===== config.mk =====
export PLATFORM = sky130hd
export DESIGN_NAME = pipeline_stall_ctrl_flat
export DESIGN_NICKNAME = d
export VERILOG_FILES = /design/src/rtl/pipeline_stall_ctrl_if.sv /design/src/rtl/pipeline_stall_ctrl.sv /design/src/flat_wrapper.sv
export SDC_FILE = /design/constraint.sdc
export NUM_CORES = 1
export LEC_CHECK = 0
export ABC_CLOCK_PERIOD_IN_PS = 3900
export BUFFER_PORTS_ARGS = -buffer_cell sky130_fd_sc_hd__clkbuf_2
export CORE_AREA = 2 2 70 72
export DETAILED_ROUTE_END_ITERATION = 16
export DIE_AREA = 0 0 72 74
export GPL_TIMING_DRIVEN = 1
export PLACE_DENSITY_LB_ADDON = 0.08
export SYNTH_ARGS = -nofsm -noshare
export SYNTH_HDL_FRONTEND = slang
export SYNTH_SLANG_ARGS = --single-unit

===== constraint.sdc =====
create_clock -name clk_i -period 3.9 [get_ports clk_i]
set_clock_uncertainty 0.2 [all_clocks]
set_input_delay 0.195 -clock clk_i [delete_from_list [all_inputs] [get_ports clk_i]]
set_output_delay 0.195 -clock clk_i [all_outputs]
set_load 0.02 [all_outputs]

===== src/rtl/pipeline_stall_ctrl_if.sv =====
// Handshake/control bundle between the pipeline and its stall/flush sequencer.
// The slave side is the sequencer; the master side is the CPU datapath.
interface pipeline_stall_ctrl_if #(
    parameter int CNT_W = 32
);
    logic             MemRead_i;
    logic             MemWrite_i;
    logic             hit_i;
    logic             mem_ack_i;
    logic             IDEX_MemRead_i;
    logic [4:0]       IDEX_Rt_i;
    logic [4:0]       IFID_Rs_i;
    logic [4:0]       IFID_Rt_i;
    logic             branch_taken_i;
    logic             mem_req_o;
    logic             pipe_stall_o;
    logic             pc_write_o;
    logic             ifid_stall_o;
    logic             idex_bubble_o;
    logic             ifid_flush_o;
    logic             err_o;
    logic [CNT_W-1:0] stall_cnt_o;

    modport master (
        output MemRead_i, MemWrite_i, hit_i, mem_ack_i, IDEX_MemRead_i,
               IDEX_Rt_i, IFID_Rs_i, IFID_Rt_i, branch_taken_i,
        input  mem_req_o, pipe_stall_o, pc_write_o, ifid_stall_o,
               idex_bubble_o, ifid_flush_o, err_o, stall_cnt_o
    );

    modport slave (
        input  MemRead_i, MemWrite_i, hit_i, mem_ack_i, IDEX_MemRead_i,
               IDEX_Rt_i, IFID_Rs_i, IFID_Rt_i, branch_taken_i,
        output mem_req_o, pipe_stall_o, pc_write_o, ifid_stall_o,
               idex_bubble_o, ifid_flush_o, err_o, stall_cnt_o
    );
endinterface


===== src/rtl/pipeline_stall_ctrl.sv =====
// Central stall/flush sequencer for the 5-stage pipeline.
// Priority: D-cache miss freeze > load-use bubble > taken-branch flush.
// A miss runs a REQ/WAIT/RESUME refill handshake with a timeout that
// forces resume and raises a sticky error.
// Optional: define STALL_PERF_CNT_EN to count frozen cycles on stall_cnt_o;
// otherwise stall_cnt_o is tied to zero.
module pipeline_stall_ctrl #(
    parameter int TIMEOUT = 255,
    parameter int CNT_W   = 32
) (
    input  logic                 clk_i,
    input  logic                 rst_n_i,
    pipeline_stall_ctrl_if.slave bus
);
    localparam int WC_RAW = $clog2(TIMEOUT + 1);
    localparam int WC_W   = (WC_RAW > 8) ? WC_RAW : 8;
    localparam logic [WC_W-1:0] TO_LAST = WC_W'(TIMEOUT - 1);

    typedef enum logic [1:0] {IDLE, REQ, WAIT, RESUME} state_t;

    state_t            state_q, state_d;
    logic              mem_req_q, mem_req_d;
    logic              err_q, err_d;
    logic [WC_W-1:0]   wait_cnt_q, wait_cnt_d;
    logic              miss, hazard, stall;

    // Gating with rst_n_i keeps every combinational output at its idle value
    // while reset is held, regardless of what the datapath presents.
    assign miss   = rst_n_i & (state_q == IDLE) &
                    (bus.MemRead_i | bus.MemWrite_i) & ~bus.hit_i;
    assign hazard = rst_n_i & bus.IDEX_MemRead_i & (bus.IDEX_Rt_i != 5'd0) &
                    ((bus.IDEX_Rt_i == bus.IFID_Rs_i) |
                     (bus.IDEX_Rt_i == bus.IFID_Rt_i));
    // Freeze is combinational so it lands in the very cycle the miss is seen.
    assign stall  = miss | (state_q != IDLE);

    assign bus.pipe_stall_o  = stall;
    assign bus.pc_write_o    = ~stall & ~hazard;
    assign bus.ifid_stall_o  = ~stall & hazard;
    assign bus.idex_bubble_o = ~stall & hazard;
    assign bus.ifid_flush_o  = ~stall & ~hazard & bus.branch_taken_i;
    assign bus.mem_req_o     = mem_req_q;
    assign bus.err_o         = err_q;

    // Refill FSM next-state, wait counter and sticky timeout flag.
    always_comb begin
        state_d    = state_q;
        wait_cnt_d = wait_cnt_q;
        err_d      = err_q;
        case (state_q)
            IDLE: begin
                if (miss) begin
                    state_d    = REQ;
                    wait_cnt_d = '0;
                end
            end
            REQ: begin
                wait_cnt_d = wait_cnt_q + 1'b1;
                state_d    = bus.mem_ack_i ? RESUME : WAIT;
            end
            WAIT: begin
                wait_cnt_d = wait_cnt_q + 1'b1;
                if (bus.mem_ack_i) begin
                    state_d = RESUME;
                end else if (wait_cnt_q == TO_LAST) begin
                    state_d = RESUME;
                    err_d   = 1'b1;
                end
            end
            // One cycle for the cache to re-read the refilled line.
            RESUME:  state_d = IDLE;
            default: state_d = IDLE;
        endcase
        mem_req_d = (state_d == REQ) || (state_d == WAIT);
    end

    // State, registered request and error flag.
    always_ff @(posedge clk_i or negedge rst_n_i) begin
        if (!rst_n_i) begin
            state_q    <= IDLE;
            mem_req_q  <= 1'b0;
            err_q      <= 1'b0;
            wait_cnt_q <= '0;
        end else begin
            state_q    <= state_d;
            mem_req_q  <= mem_req_d;
            err_q      <= err_d;
            wait_cnt_q <= wait_cnt_d;
        end
    end

`ifdef STALL_PERF_CNT_EN
    logic [CNT_W-1:0] cnt_q, cnt_d;

    // Saturating count of frozen cycles.
    always_comb begin
        cnt_d = cnt_q;
        if (stall && (cnt_q != {CNT_W{1'b1}})) cnt_d = cnt_q + 1'b1;
    end

    // Counter register.
    always_ff @(posedge clk_i or negedge rst_n_i) begin
        if (!rst_n_i) cnt_q <= '0;
        else          cnt_q <= cnt_d;
    end

    assign bus.stall_cnt_o = cnt_q;
`else
    assign bus.stall_cnt_o = '0;
`endif

endmodule


===== src/flat_wrapper.sv =====
// flat-port wrapper written by rule: the top's interface ports become plain ports
module pipeline_stall_ctrl_flat 
#(
    parameter int TIMEOUT = 255,
    parameter int CNT_W   = 32
)
  (clk_i, rst_n_i, bus_MemRead_i, bus_MemWrite_i, bus_hit_i, bus_mem_ack_i, bus_IDEX_MemRead_i, bus_IDEX_Rt_i, bus_IFID_Rs_i, bus_IFID_Rt_i, bus_branch_taken_i, bus_mem_req_o, bus_pipe_stall_o, bus_pc_write_o, bus_ifid_stall_o, bus_idex_bubble_o, bus_ifid_flush_o, bus_err_o, bus_stall_cnt_o);
  pipeline_stall_ctrl_if #(.CNT_W(CNT_W)) bus_i ();
  input  logic clk_i;
  input  logic rst_n_i;
  input wire logic [$bits(bus_i.MemRead_i)-1:0] bus_MemRead_i;
  input wire logic [$bits(bus_i.MemWrite_i)-1:0] bus_MemWrite_i;
  input wire logic [$bits(bus_i.hit_i)-1:0] bus_hit_i;
  input wire logic [$bits(bus_i.mem_ack_i)-1:0] bus_mem_ack_i;
  input wire logic [$bits(bus_i.IDEX_MemRead_i)-1:0] bus_IDEX_MemRead_i;
  input wire logic [$bits(bus_i.IDEX_Rt_i)-1:0] bus_IDEX_Rt_i;
  input wire logic [$bits(bus_i.IFID_Rs_i)-1:0] bus_IFID_Rs_i;
  input wire logic [$bits(bus_i.IFID_Rt_i)-1:0] bus_IFID_Rt_i;
  input wire logic [$bits(bus_i.branch_taken_i)-1:0] bus_branch_taken_i;
  output wire logic [$bits(bus_i.mem_req_o)-1:0] bus_mem_req_o;
  output wire logic [$bits(bus_i.pipe_stall_o)-1:0] bus_pipe_stall_o;
  output wire logic [$bits(bus_i.pc_write_o)-1:0] bus_pc_write_o;
  output wire logic [$bits(bus_i.ifid_stall_o)-1:0] bus_ifid_stall_o;
  output wire logic [$bits(bus_i.idex_bubble_o)-1:0] bus_idex_bubble_o;
  output wire logic [$bits(bus_i.ifid_flush_o)-1:0] bus_ifid_flush_o;
  output wire logic [$bits(bus_i.err_o)-1:0] bus_err_o;
  output wire logic [$bits(bus_i.stall_cnt_o)-1:0] bus_stall_cnt_o;
  assign bus_i.MemRead_i = bus_MemRead_i;
  assign bus_i.MemWrite_i = bus_MemWrite_i;
  assign bus_i.hit_i = bus_hit_i;
  assign bus_i.mem_ack_i = bus_mem_ack_i;
  assign bus_i.IDEX_MemRead_i = bus_IDEX_MemRead_i;
  assign bus_i.IDEX_Rt_i = bus_IDEX_Rt_i;
  assign bus_i.IFID_Rs_i = bus_IFID_Rs_i;
  assign bus_i.IFID_Rt_i = bus_IFID_Rt_i;
  assign bus_i.branch_taken_i = bus_branch_taken_i;
  assign bus_mem_req_o = bus_i.mem_req_o;
  assign bus_pipe_stall_o = bus_i.pipe_stall_o;
  assign bus_pc_write_o = bus_i.pc_write_o;
  assign bus_ifid_stall_o = bus_i.ifid_stall_o;
  assign bus_idex_bubble_o = bus_i.idex_bubble_o;
  assign bus_ifid_flush_o = bus_i.ifid_flush_o;
  assign bus_err_o = bus_i.err_o;
  assign bus_stall_cnt_o = bus_i.stall_cnt_o;
  pipeline_stall_ctrl #(.TIMEOUT(TIMEOUT), .CNT_W(CNT_W)) u_core (.clk_i(clk_i), .rst_n_i(rst_n_i), .bus(bus_i));
endmodule

* Word-level counts from Yosys, hierarchy flattened
Index checks and enable logic that the tools add are counted.
** Word-level totals
- Input bits :: 23
- Register bits :: 12
- Output and inout bits :: 39
- Logic and storage cells :: 45
** Cells by class
- Muxes and demuxes :: 7
- Reduce and logical (&&, ||, !) cells :: 8
- Equal/unequal tests :: 9
- $add $sub $neg :: 1
- Bitwise operators :: 16
** Operator list (number)
- 8-bit case mux with 2 select lines :: 1
- 5-bit equality test :: 2
- 1-bit bitwise AND :: 9
- 8-bit by 1-bit adder with 8-bit output (second input constant) :: 1
- 8-bit equality test (second input constant) :: 1
- 8-bit 2-to-1 mux :: 1
- 2-bit case mux with 4 select lines :: 1
- 2-bit equality test (second input constant) :: 3
- 2-bit 2-to-1 mux :: 3
- 5-bit nonzero test :: 1
- 2-bit by 1-bit equality test with 1-bit output (second input constant) :: 2
- 1-bit inverter :: 4
- 2-bit nonzero test :: 2
- 1-bit OR :: 3
- 3-bit AND reduction :: 1
- 2-bit zero test :: 1
- 2-bit by 1-bit != test with 1-bit output (second input constant) :: 1
- 2-bit AND reduction :: 1
- 2-bit OR reduction :: 1
- 1-bit logical OR :: 1
- 1-bit 2-to-1 mux :: 1

* Longest topological paths before layout
Gate-level depths: netlist of the first run.
- Depth after elaboration :: 8
- Gate-level depth with buffers :: 7
- Depth with buffers taken out :: 6

* Least setup slack after synthesis of the first run
No wires, ideal clock.
- Kind :: register -> register
- Start :: register u_core.state_q[0]
- End :: register u_core.wait_cnt_q[7]
- Buffers on the path :: 1
- Library setup time :: 0.077 ns
- Clock period less this slack :: 1.989 ns
- Arrival time :: 1.712 ns
- Path slack :: 1.911 ns
- Stages on the path, launching flop included :: 8
- Required time :: 3.623 ns
- Path through :: dfrtp_1 inv_1 ha_1 and2b_1 a31oi_1 buf_4 or4_1 a21oi_1
** Between the ends
- Longest elaborated chain between the ends :: 6
- Elaborated cells on any way between the ends :: 11
- Classes of those cells :: eq/ne (3); mux (1); bitwise (3); reduce/logical (4)
** RTL lines
- start, declared :: RTL line pipeline_stall_ctrl.sv:21 : state_t state_q, state_d;
- start signal, assigned :: RTL line pipeline_stall_ctrl.sv:85 : state_q <= state_d;
- 2-bit zero test :: RTL line pipeline_stall_ctrl.sv:29, pipeline_stall_ctrl.sv:50
- 1-bit bitwise AND (2 in series) :: RTL line pipeline_stall_ctrl.sv:29 : assign miss = rst_n_i & (state_q == IDLE) &
- 1-bit bitwise AND :: RTL line pipeline_stall_ctrl.sv:30 : (bus.MemRead_i | bus.MemWrite_i) & ~bus.hit_i;
- 2-bit by 1-bit != test with 1-bit output (no source line)
- 2-bit AND reduction (no source line)
- end signal, assigned :: RTL line pipeline_stall_ctrl.sv:88 : wait_cnt_q <= wait_cnt_d;
- end, declared :: RTL line pipeline_stall_ctrl.sv:24 : logic [WC_W-1:0] wait_cnt_q, wait_cnt_d;
Several ways; a longest one is shown, not always the timed one.
A chain may end at the register's enable or synchronous reset.

* Final worst setup path of the first run
- Start :: input rst_n_i
- End :: register u_core.wait_cnt_q[5]
** Between the ends
- Longest elaborated chain between the ends :: 5
** RTL lines
- start, declared :: RTL line flat_wrapper.sv:10 : input logic rst_n_i;
- 1-bit bitwise AND (2 in series) :: RTL line pipeline_stall_ctrl.sv:29
- 1-bit bitwise AND :: RTL line pipeline_stall_ctrl.sv:30
- 2-bit by 1-bit != test with 1-bit output (no source line)
- 2-bit AND reduction (no source line)
No other way between the ends.

==> results of run 1 <==
## what timing repair did
item	CTS	global route
hold buffers	1	0
setup endpoints to repair	0	0
resized for setup	0	0
endpoints found under the hold margin	12	0
## placed cells by master (no fill, tap or decap), types with 2 or more instances in the layout
| cell type | count |
|---|---|
| conb_1 | 32 |
| clkbuf_2 | 29 |
| dfrtp_1 | 12 |
| xnor2_1 | 11 |
| nand3_1 | 8 |
| o21ai_0 | 8 |
| nand2_1 | 7 |
| inv_1 | 6 |
| ha_1 | 6 |
| a21oi_1 | 5 |
| nor2_1 | 4 |
| clkbuf_8 | 4 |
| o31ai_1 | 3 |
| and3_1 | 2 |
| a31oi_1 | 2 |
| or4_1 | 2 |
## per-layer routing
| metal | routed length, um | share of wire |
|---|---|---|
| met5 | 0 | 0 |
| met4 | 14 | 0.0064 |
| met3 | 113 | 0.051 |
| met2 | 1130 | 0.51 |
| met1 | 943 | 0.43 |
## metrics by stage
stage	setup WS, ps	cell area (um^2)	std cells
after global routing	1360	1230	211
after CTS	1480	1230	211
after global placement	1680	1170	206
after floorplan	1910	1210	157
final	1510	1230	211
after detailed placement	1620	1170	206
## worst max-delay path, cell delays in order
cell	delay, ps
dlygate4sd3_1	520
clkbuf_2	330
nor2b_4	260
a31oi_1	310
or4_1	590
a21oi_1	150
## registers in the layout, summed over array words and instances, names as in the netlist
name / cells
u_core.bus.mem_req_o: 1
u_core.state_q: 2
u_core.wait_cnt_q: 8
u_core.bus.err_o: 1
## area by class of cell
| cell class | count | share of cell area |
|---|---|---|
| Tap cell | 54 | 0.0549 |
| Multi-Input combinational cell | 105 | 0.512 |
| Timing Repair Buffer | 30 | 0.126 |
| Clock buffer | 4 | 0.0447 |
| Inverter | 6 | 0.0183 |
| Sequential cell | 12 | 0.244 |
## cell families after synthesis
kind of cell | Yosys count | share of synthesized area
buf+inv | 40 | 0.254
compound gates | 26 | 0.157
flops | 12 | 0.275
xor+xnor | 11 | 0.0882
other cells | 1 | 0.00343
simple gates | 30 | 0.154
fa+ha+maj | 6 | 0.0687
## how the worst max path moves through the flow
stage                                            from                               end  slack, ps  cells after the start
final                                         rst_n_i  u_core.wait_cnt_q[5]$_DFFE_PN0P_       1510                      6
after global routing                          rst_n_i  u_core.wait_cnt_q[7]$_DFFE_PN0P_       1360                      6
after CTS                                     rst_n_i  u_core.wait_cnt_q[5]$_DFFE_PN0P_       1480                      6
after detailed placement  u_core.state_q[0]$_DFF_PN0_  u_core.wait_cnt_q[3]$_DFFE_PN0P_       1620                      6
after global placement    u_core.state_q[0]$_DFF_PN0_  u_core.wait_cnt_q[3]$_DFFE_PN0P_       1680                      6
after floorplan           u_core.state_q[0]$_DFF_PN0_  u_core.wait_cnt_q[7]$_DFFE_PN0P_       1910                      7
## power by group through the flow
stage                     Sequential [mW]  Combinational [mW]  Clock [mW]
after floorplan                     0.194               0.281           0
after global placement              0.194               0.340           0
after CTS                           0.192               0.343       0.145
after global routing                0.197               0.387       0.151
final                               0.192               0.341       0.140
after detailed placement            0.194               0.341           0
==> flow_summary.json, run 1 <==
{
  "tritoncts": "built",
  "worst_pin_slew_ps": 854,
  "p_comb_frac": 0.506,
  "syn_inst": 126,
  "synth_top_cell_by_area": "dfrtp_1",
  "end_kind": "flop",
  "grt_start_max_net_pins": 15,
  "rsz0062_at_grt": "false",
  "seq_power_share": 0.285,
  "critical_path_arrival_ps": 2360,
  "antenna_cells": 0,
  "synth_edf_count": 0,
  "dp_hpwl_um": 1800,
  "relSlewSlack": 0.428,
  "drt_iter0_markers": 33,
  "syn_area_um2": 1090,
  "drc": 0,
  "first_global_vias": 807,
  "gr-max-usage-layer": "met2",
  "h-tree-depth": 1,
  "grt_pass1_wl_um": 3640,
  "start_util": 0.238,
  "synthMostInstantiatedCell": "buf_4",
  "final_util": 0.268,
  "fmax_ghz": 0.418,
  "antenna_found_initial": 0,
  "use_met3": 0.0203,
  "seq_area_um2": 300,
  "p_per_area_nw_per_um2": 546,
  "ir_drop_uv": 135,
  "crit_type": "primary input to flop",
  "nNetsFinal": 187,
  "clock_sinks": 12,
  "finalWirelength_um": 2200,
  "synth_commonest_cells": "34 x buf_4, 12 x dfrtp_1, 11 x xnor2_1, 8 x nand3_1, 8 x o21ai_0",
  "clk_path_buf_depth": 2,
  "cap_violations": 0,
  "setup_violations": 0,
  "synth_seq_area_share": 0.275,
  "ios": 62,
  "async_flop_share": 1.00,
  "dieArea_um2": 5330,
  "synth_top_area_frac": 0.275,
  "avgSynthCellArea_um2": 8.67,
  "clk_latency_ps": 240,
  "power_mw": 0.673,
  "internal_power_mw": 0.370,
  "vias": 834,
  "whs_path_depth": 3,
  "met1_usage": 0.103,
  "cts_setup_buffers": 0,
  "clk_pin_slew_worst_paths_ps": 60,
  "multiInputGateArea_um2": 631,
  "swShare": 0.450,
  "netlist_top_cells_area": "dfrtp_1 27%, buf_4 23%, xnor2_1 8.8%",
  "grt-ovfl-total": 0,
  "hold_ws_ps": 62.6,
  "min_from": "bus_mem_ack_i",
  "rows": 25,
  "via_per_inst": 3.95,
  "min_period_ps": 2390,
  "yosys_warnings": 0,
  "ys_types": 30,
  "p_leak_nw": 0.640,
  "fin_crit_sh": 0.613,
  "root_buffer": "clkbuf_8",
  "finalHoldViolations": 0,
  "status": "finished clean",
  "ys_seq_elements": 12,
  "pwr-share-clk": 0.208,
  "nFillCells": 501,
  "grt_util_all_layers": 0.0885,
  "coreArea_um2": 4600,
  "p_sw_mw": 0.303,
  "fp.dieH_um": 74,
  "startpoint_type": "primary input",
  "hold_path_class": "primary input to flop",
  "drv_slew": 0,
  "min_to": "u_core.bus.err_o$_DFFE_PN0P_",
  "numCtsBuffers": 3,
  "port_buffers": 29,
  "area_growth_pct": 12.7,
  "fin_tns_setup_ps": 0,
  "cp_max_fo": 14,
  "worst_r2r_path_depth": 6,
  "drtAntennaViolNets": 0,
  "routabilityCongestion": 0.702,
  "met2_usage": 0.157,
  "reg2reg_to": "u_core.wait_cnt_q[3]$_DFFE_PN0P_",
  "worstPathRequired_ps": 3870,
  "wire_per_inst_um": 10.4,
  "dr.pass1.iters": 4,
  "fp.dieW_um": 72,
  "r2r-start": "u_core.state_q[0]$_DFF_PN0_",
  "r2r_slack_ps": 1580,
  "drive_gt1_frac": 0.242,
  "synth-main-ff-cell": "dfrtp_1"
}
Note: power is estimated with default switching activity, not from simulation.
==> run 2, diff against run 1 <==
- ABC_AREA: unset -> 1
- ABC_CLOCK_PERIOD_IN_PS: 3900 -> 2200
- CORE_AREA: 2 2 70 72 -> 2 2 73 75
- DIE_AREA: 0 0 72 74 -> 0 0 75 77
- clock period: 3.9 -> 2.2 ns (I/O delays scaled with it)
==> run 2 against run 1 <==
Design area increased by 13%. Sequential power rose by 82%. Cell count rose by 33%. Worst hold slack worse by 12 ps. Via count up 22%. Largest power group unchanged.
==> flow_summary.json, run 2 <==
{
  "crit_type": "flop to output port",
  "dr.pass1.iters": 6,
  "min_period_ps": 2000,
  "met1_usage": 0.119,
  "dieArea_um2": 5780,
  "dp_hpwl_um": 2050,
  "synth_edf_count": 0,
  "power_mw": 1.24,
  "r2r-start": "u_core.state_q[0]$_DFF_PN0_",
  "hold_path_class": "primary input to async pin",
  "final_cell_mix": "42 x nand2_1, 32 x conb_1, 30 x inv_1",
  "drc": 0,
  "ir_drop_uv": 301,
  "netlist_top_cells_area": "dfrtp_1 25%, buf_4 21%, nand2_1 13%",
  "swShare": 0.488,
  "grt-ovfl-total": 0,
  "startpoint_type": "flop",
  "drv_slew": 0,
  "p_per_area_nw_per_um2": 893,
  "final_util": 0.279,
  "grt_start_max_net_pins": 9,
  "yosys_warnings": 0,
  "root_buffer": "clkbuf_8",
  "end_kind": "output port",
  "synth-main-ff-cell": "dfrtp_1",
  "clk_path_buf_depth": 2,
  "place_area_um2": 1310,
  "fin_tns_setup_ps": 0,
  "vias": 1015,
  "drive_gt1_frac": 0.213,
  "antenna_found_initial": 0,
  "fmax_ghz": 0.500,
  "p_leak_nw": 0.849,
  "use_met3": 0.0237,
  "fp.dieW_um": 75,
  "h-tree-depth": 1,
  "grt_util_all_layers": 0.0916,
  "largest_register_ffs": 8,
  "worstSetupStartpoint": "u_core.state_q[0]$_DFF_PN0_",
  "hold_ws_ps": 50.5,
  "ys_types": 22,
  "seq_power_share": 0.282,
  "rsz0062_at_grt": "false",
  "clock_sinks": 12,
  "nNetsFinal": 242,
  "area_growth_pct": 15.6,
  "gr-max-usage-layer": "met2",
  "antenna_cells": 0,
  "wire_per_inst_um": 8.73,
  "clk_latency_ps": 240,
  "drtAntennaViolNets": 0,
  "internal_power_mw": 0.635,
  "via_per_inst": 3.61,
  "p_sw_mw": 0.606,
  "clk_pin_slew_worst_paths_ps": 50,
  "synth_seq_area_share": 0.250,
  "status": "finished clean",
  "fp.dieH_um": 77,
  "numCtsBuffers": 3,
  "tritoncts": "built",
  "critical_path_arrival_ps": 1690,
  "synth_commonest_cells": "43 x nand2_1, 33 x buf_4, 30 x inv_1, 18 x nor2_1, 12 x dfrtp_1",
  "final_area_um2": 1390,
  "grt_pass1_wl_um": 4040,
  "mostFrequentLayoutCell": "nand2_1",
  "routabilityCongestion": 0.684,
  "setup_violations": 0,
  "async_flop_share": 1.00,
  "port_buffers": 29,
  "cp_max_fo": 4,
  "ios": 62,
  "first_global_vias": 913,
  "coreArea_um2": 4980,
  "start_util": 0.241,
  "worstPathRequired_ps": 1890,
  "drt_iter0_markers": 47,
  "met2_usage": 0.141,
  "top_register": "u_core.wait_cnt_q",
  "finalWirelength_um": 2450,
  "cap_violations": 0,
  "fin_crit_sh": 0.909,
  "p_comb_frac": 0.556,
  "syn_area_um2": 1200,
  "synth_top_area_frac": 0.250,
  "finalHoldViolations": 0,
  "syn_inst": 178,
  "synthMostInstantiatedCell": "nand2_1",
  "pwr-share-clk": 0.162,
  "ys_seq_elements": 12,
  "rows": 26,
  "synth_top_cell_by_area": "dfrtp_1",
  "avgSynthCellArea_um2": 6.75,
  "reg_top3": "u_core.wait_cnt_q x8, u_core.state_q x2"
}
run 2: cell count changes in the layout (fill, tap and decap cells not counted), moves of 3 or more:
cell / delta
inv_1: +24
nand4_1: +5
nand2_2: +3
xnor2_1: -8
a21oi_1: -4
nor2_1: +14
nand2_1: +35
o21ai_0: -6
xor2_1: +3
run 2: stage by stage:
step	worst slack (ps)	cells
after detailed placement	395	276
after floorplan	283	209
after CTS	115	281
final	200	281
after global routing	1.12	281
after global placement	394	276
run 2: final cells by class:
cell class	count	area (um^2)
Inverter	32	120
Sequential cell	12	300
Clock buffer	3	41.3
Tap cell	70	87.6
Timing Repair Buffer	32	173
Fill cell	560	3590
Multi-Input combinational cell	132	667
run 2: power by group through the flow:
| stage | clock network, mW | registers [mW] | logic [mW] |
|---|---|---|---|
| after floorplan | 0 | 0.351 | 0.538 |
| after global placement | 0 | 0.357 | 0.683 |
| after detailed placement | 0 | 0.352 | 0.672 |
| after CTS | 0.213 | 0.350 | 0.677 |
| after global routing | 0.221 | 0.359 | 0.795 |
| final | 0.201 | 0.350 | 0.689 |
run 2: kinds of logic (layout without fill, tap and decap cells):
family	after synthesis	count (layout)	share of synthesized area
flops	12	12	0.250
simple gates	81	81	0.297
compound gates	7	7	0.0375
xor+xnor	6	6	0.0438
other cells	1	32	0.00312
buf+inv	65	67	0.306
fa+ha+maj	6	6	0.0625
run 2: worst paths after layout:
kind                                                     to  slack, ps  cells after the start
min                        u_core.wait_cnt_q[4]$_DFFE_PN0P_         50                      2
max reg2reg                u_core.wait_cnt_q[3]$_DFFE_PN0P_        460                      9
min reg2reg                    u_core.bus.err_o$_DFFE_PN0P_        260                      2
max                                        bus_ifid_flush_o        200                     10
min in group clk_i         u_core.wait_cnt_q[3]$_DFFE_PN0P_        100                      5
max in group asynchronous  u_core.wait_cnt_q[1]$_DFFE_PN0P_       1360                      3
run 2: layer usage:
metal	routed length, um	vias up
met5	0	-
met2	1160	37
met3	144	2
met4	35	0
met1	1110	442
li1	-	534
run 2: what timing repair did:
action | 4_1_cts | 5_1_grt
setup buffers | 0 | 0
endpoints found under the hold margin | 13 | 0
hold buffers | 2 | 0
resized for setup | 0 | 4
endpoints found under the setup margin | 0 | 2
run 2: critical path: stages (launching register included):
cell,delay [ps]
dfrtp_1,390
inv_1,130
ha_2,230
inv_2,50
nor2_2,120
nand3_4,120
nand2_4,110
inv_1,40
nand2_1,70
nor2_1,40
clkbuf_2,150
